## src/rtl/demux3b16_buf.sv

```systemverilog
// demux3b16_buf: registered 1-to-3 distributor.
// Each of the three channels owns a one-entry holding register with its own
// valid/ready handshake. The producer is stalled only when the channel it
// addresses is full and that channel's consumer is not taking its word.
// Select code 3 is illegal; such words are swallowed, flagged and counted.
module demux3b16_buf #(
  parameter int WIDTH = 16
) (
  input  logic             CLK,
  input  logic             Reset,
  input  logic [WIDTH-1:0] In,
  input  logic [1:0]       S,
  input  logic             InValid,
  output logic             InReady,
  output logic [WIDTH-1:0] OutA,
  output logic [WIDTH-1:0] OutB,
  output logic [WIDTH-1:0] OutC,
  output logic             ValidA,
  output logic             ValidB,
  output logic             ValidC,
  input  logic             ReadyA,
  input  logic             ReadyB,
  input  logic             ReadyC,
  output logic             Err,
  output logic [7:0]       DropCount
);

  localparam logic [1:0] SEL_ILLEGAL = 2'd3;

  // Channel state gathered into vectors so the per-channel logic is generated once.
  logic [2:0]       ready_vec;
  logic [2:0]       valid_reg;
  logic [WIDTH-1:0] data_reg [3];
  logic [2:0]       load_vec;
  logic             accept;
  logic             drop;
  logic             err_reg;
  logic [7:0]       drop_count_reg;

  assign ready_vec = {ReadyC, ReadyB, ReadyA};

  // Acceptance depends only on the select and the addressed channel's state,
  // never on the data word; illegal selects are always taken so they cannot stall.
  always_comb begin
    InReady = 1'b1;
    case (S)
      2'd0:    InReady = !valid_reg[0] || ready_vec[0];
      2'd1:    InReady = !valid_reg[1] || ready_vec[1];
      2'd2:    InReady = !valid_reg[2] || ready_vec[2];
      default: InReady = 1'b1;
    endcase
  end

  assign accept = InValid && InReady;
  assign drop   = accept && (S == SEL_ILLEGAL);

  generate
    for (genvar gi = 0; gi < 3; gi++) begin : g_chan
      assign load_vec[gi] = accept && (S == 2'(gi));

      // Channel register: a load wins over a same-cycle drain, so a full
      // channel with a ready consumer sustains one word per cycle.
      always_ff @(posedge CLK) begin
        if (Reset) begin
          valid_reg[gi] <= 1'b0;
          data_reg[gi]  <= '0;
        end else if (load_vec[gi]) begin
          valid_reg[gi] <= 1'b1;
          data_reg[gi]  <= In;
        end else if (valid_reg[gi] && ready_vec[gi]) begin
          valid_reg[gi] <= 1'b0;
        end
      end
    end
  endgenerate

  // Illegal-select bookkeeping: sticky flag plus a counter that stops at 255.
  always_ff @(posedge CLK) begin
    if (Reset) begin
      err_reg        <= 1'b0;
      drop_count_reg <= 8'd0;
    end else if (drop) begin
      err_reg <= 1'b1;
      if (drop_count_reg != 8'hFF) begin
        drop_count_reg <= drop_count_reg + 8'd1;
      end
    end
  end

  assign OutA      = data_reg[0];
  assign OutB      = data_reg[1];
  assign OutC      = data_reg[2];
  assign ValidA    = valid_reg[0];
  assign ValidB    = valid_reg[1];
  assign ValidC    = valid_reg[2];
  assign Err       = err_reg;
  assign DropCount = drop_count_reg;

endmodule

```

## config.mk

```make
export PLATFORM = sky130hd
export DESIGN_NAME = demux3b16_buf
export DESIGN_NICKNAME = d
export VERILOG_FILES = /design/src/rtl/demux3b16_buf.sv
export SDC_FILE = /design/constraint.sdc
export NUM_CORES = 1
export LEC_CHECK = 0
export ABC_AREA = 0
export BUFFER_PORTS_ARGS = -buffer_cell sky130_fd_sc_hd__buf_2
export CORE_MARGIN = 4
export CORE_UTILIZATION = 44
export DETAILED_ROUTE_END_ITERATION = 16
export PLACE_DENSITY = 0.74
export SLEW_MARGIN = 20
export SYNTH_ARGS = -nofsm -noshare
export SYNTH_HDL_FRONTEND = slang
export SYNTH_SLANG_ARGS = --single-unit
export TNS_END_PERCENT = 10
```

## constraint.sdc

```tcl
create_clock -name CLK -period 1.7 [get_ports CLK]
set_clock_uncertainty 0.1 [all_clocks]
set_input_delay 0.085 -clock CLK [delete_from_list [all_inputs] [get_ports CLK]]
set_output_delay 0.085 -clock CLK [all_outputs]
set_load 0.02 [all_outputs]
```

==> run_results.csv <==
group,metric,value,unit
routing,dr.pass1.iters,4,
worst_setup_path,worst-path-stages,6,
synth,synthTopCellsByCount,"55 x nor2_1, 48 x edfxtp_1, 18 x nand2_1",
global_routing,grt_first_pass_wirelength,8930,µm
global_routing,gr-usage-all-layers,0.183,
worst_setup_path,cp-start-kind,"input port",
layout,area_growth,39.5,%
clock_network,cts_tree,"done",
placement,dpl_cell_area,2990,µm²
global_routing,overflow,0,
layout,fin_cells,389,
timing,hold_slack,35.8,ps
floorplan,dieArea,6830,µm²
global_routing,grt_max_degree,17,
timing,period_needed,1560,ps
synth,syn_nets,223,
timing,slew_headroom,0.789,
synth,async_reset_ff_frac,0,
synth,yosysUniqueCellTypes,38,
layout,largest_reg_flops,48,
routing,vias,1878,
floorplan,num_rows,26,
worst_setup_path,slowest_delay,530,ps
worst_setup_path,rr_worst_depth,4,
clock_network,numCtsBuffers,9,
routing,wl_met1,2260,µm
timing,worstMarginPinSlew,317,ps
worst_setup_path,cp_slowest_cell,"dlygate4sd3_1",
worst_setup_path,critPathArrivalTime,1500,ps
clock_network,insertion_delay,340,ps
layout,fin_util,0.653,
placement,place_inst,352,
timing,tns,0,ps
clock_network,cts-root-buf,"clkbuf_8",
routing,ant_nets,0,
clock_network,htree_levels,3,
synth,synth-edff-count,48,
synth,synth_seq_cells,60,
floorplan,dieHeight,82.7,µm
worst_setup_path,rr_endpoint,"DropCount[3]",
placement,place.gp.congestion,0.770,
routing,detail_route.wl_per_cell,14.5,µm
clock_network,cts.repair.resized,0,
routing,dr_wl_met3,509,µm
routing,highest_layer,"met4",
layout,fin_nets,339,
floorplan,core,5240,µm²
clock_network,clockBufferDepth,2,
synth,netlist_area,2450,µm²
timing,finalCritPeriodShare,0.916,
worst_setup_path,rrSetupSlack,170,ps
timing,fmax,0.642,GHz
worst_setup_path,worstSetupStartpoint,"S[0]",
routing,route.detailed.drc,0,
worst_hold_path,hp-class,"input port to flip-flop",
worst_setup_path,worstPathRequired,1650,ps
run,maxCapViolations,0,
global_routing,antenna_found_initial,0,
synth,synth_top_area_share,0.588,
synth,synthFlopType,"edfxtp_1",
floorplan,io_pins,85,
routing,drt_iter0_drc,135,
placement,io_buffer_count,84,
clock_network,hold_buffers,21,
worst_setup_path,cp_max_fo,13,
routing,wl_met2,2750,µm
worst_setup_path,crit_type,"input port to flip-flop",
synth,yosysMostFrequentCell,"nor2_1",
floorplan,die_w,82.7,µm
synth,syn_avg_cell_area,12.4,µm²
synth,synth_warnings,0,
placement,dpl.hpwl,3740,µm
routing,avgViaCountPerCell,4.83,
worst_setup_path,worstSetupEndpointType,"flip-flop",
floorplan,initial_core_util,0.468,
clock_network,cts_setup_buffers,0,
worst_hold_path,min-delay-start,"S[1]",
layout,drive_gt1_frac,0.395,
worst_setup_path,r2r-start,"DropCount[0]",
worst_setup_path,path_cells,"dlygate4sd3_1 -> buf_2 -> nor2_1 -> nand2_2 -> o21bai_2 -> buf_12",
timing,rsz0062_at_grt,"false",
timing,slew_violations,0,
synth,synth-seq-area-share,0.686,
worst_setup_path,crit_family,"buffers and inverters",
layout,final_area,3420,µm²
clock_network,cts.clk_slew.worst_paths,60,ps
timing,finalSetupViolCount,0,
synth,syn_inst,198,
pwr,power_density,992,nW/µm²
global_routing,grt_pass1_vias,1856,
worst_setup_path,worst-path-buf-inv,3,
layout,num_antenna_cells,0,
pwr,p_leak,1.50,nW
routing,wirelength,5630,µm
synth,yosysTopAreaCell,"edfxtp_1",
timing,hold_viol_final,0,
worst_setup_path,critPathCapture,"data_reg[0][8]",
clock_network,clock_sinks,60,
pwr,peakVddDrop,484,µV
status,status,"finished clean",
synth,synthTopCellsByArea,"edfxtp_1 59%, dfxtp_1 9.8%, nor2_1 8.4%",
-- cell families after synthesis --
group,count (synthesis),share of synthesized area
buf+inv,11,0.0281
flops,60,0.686
simple gates,101,0.192
mux,5,0.0265
compound gates,20,0.0628
fa+ha+maj,1,0.00510
-- worst register-to-register path, cell delays in order (launching register included) --
cell and delay (ps):
dfxtp_1 350, ha_1 230, and4_4 220, a211oi_2 210
mux2_4 310
-- power breakdown --
part	total, mW	switching (mW)	internal, mW
combinational	0.352	0.216	0.136
clock	1.38	0.554	0.824
sequential	1.66	0.0184	1.65
total	3.39	0.789	2.61
-- routing by layer --
| layer | up-vias | track usage |
|---|---|---|
| met5 | - | 0 |
| met4 | 0 | 0.0915 |
| met3 | 11 | 0.0597 |
| met2 | 80 | 0.294 |
| met1 | 863 | 0.219 |
| li1 | 924 | - |
-- worst min path at each step --
stage               cells past startpoint  slack [ps]         endpoint
CTS                                     3          10           ValidB
global route                            3          50           ValidB
detailed placement                      3         310           ValidA
floorplan                               2         230  data_reg[2][10]
finish                                  3          40           ValidB
global placement                        3         310           ValidC
-- cells in the final DEF, fill, tap and decap left out, drive strengths merged, types with 3 or more instances in the layout --
cell type / Yosys / final
nor2: 55 / 55
dlygate4sd3: 0 / 21
clkbuf: 2 / 10
nand3: 3 / 3
dfxtp: 12 / 12
buf: 8 / 94
nand2: 20 / 20
nand2b: 5 / 5
o21bai: 3 / 3
a21oi: 6 / 6
and4: 3 / 3
mux2: 3 / 3
edfxtp: 48 / 48
a211oi: 4 / 4
nor2b: 5 / 5
-- through the flow --
stage	total power [mW]	worst slack, ps
2_1_floorplan	1.89	-211
6_report	3.39	142
3_5_place_dp	2.01	170
4_1_cts	3.43	151
5_1_grt	3.54	67.1
3_3_place_gp	2.01	208
-- cell type report --
| class | instances | area, µm² |
|---|---|---|
| multi-input cells | 127 | 713 |
| well taps | 70 | 87.6 |
| fillers | 417 | 1820 |
| clock inverters | 6 | 88.8 |
| inverters | 1 | 3.75 |
| clock buffers | 10 | 128 |
| repair buffers | 115 | 718 |
| flip-flops and latches | 60 | 1680 |
Note: power is estimated with default switching activity, not from simulation.
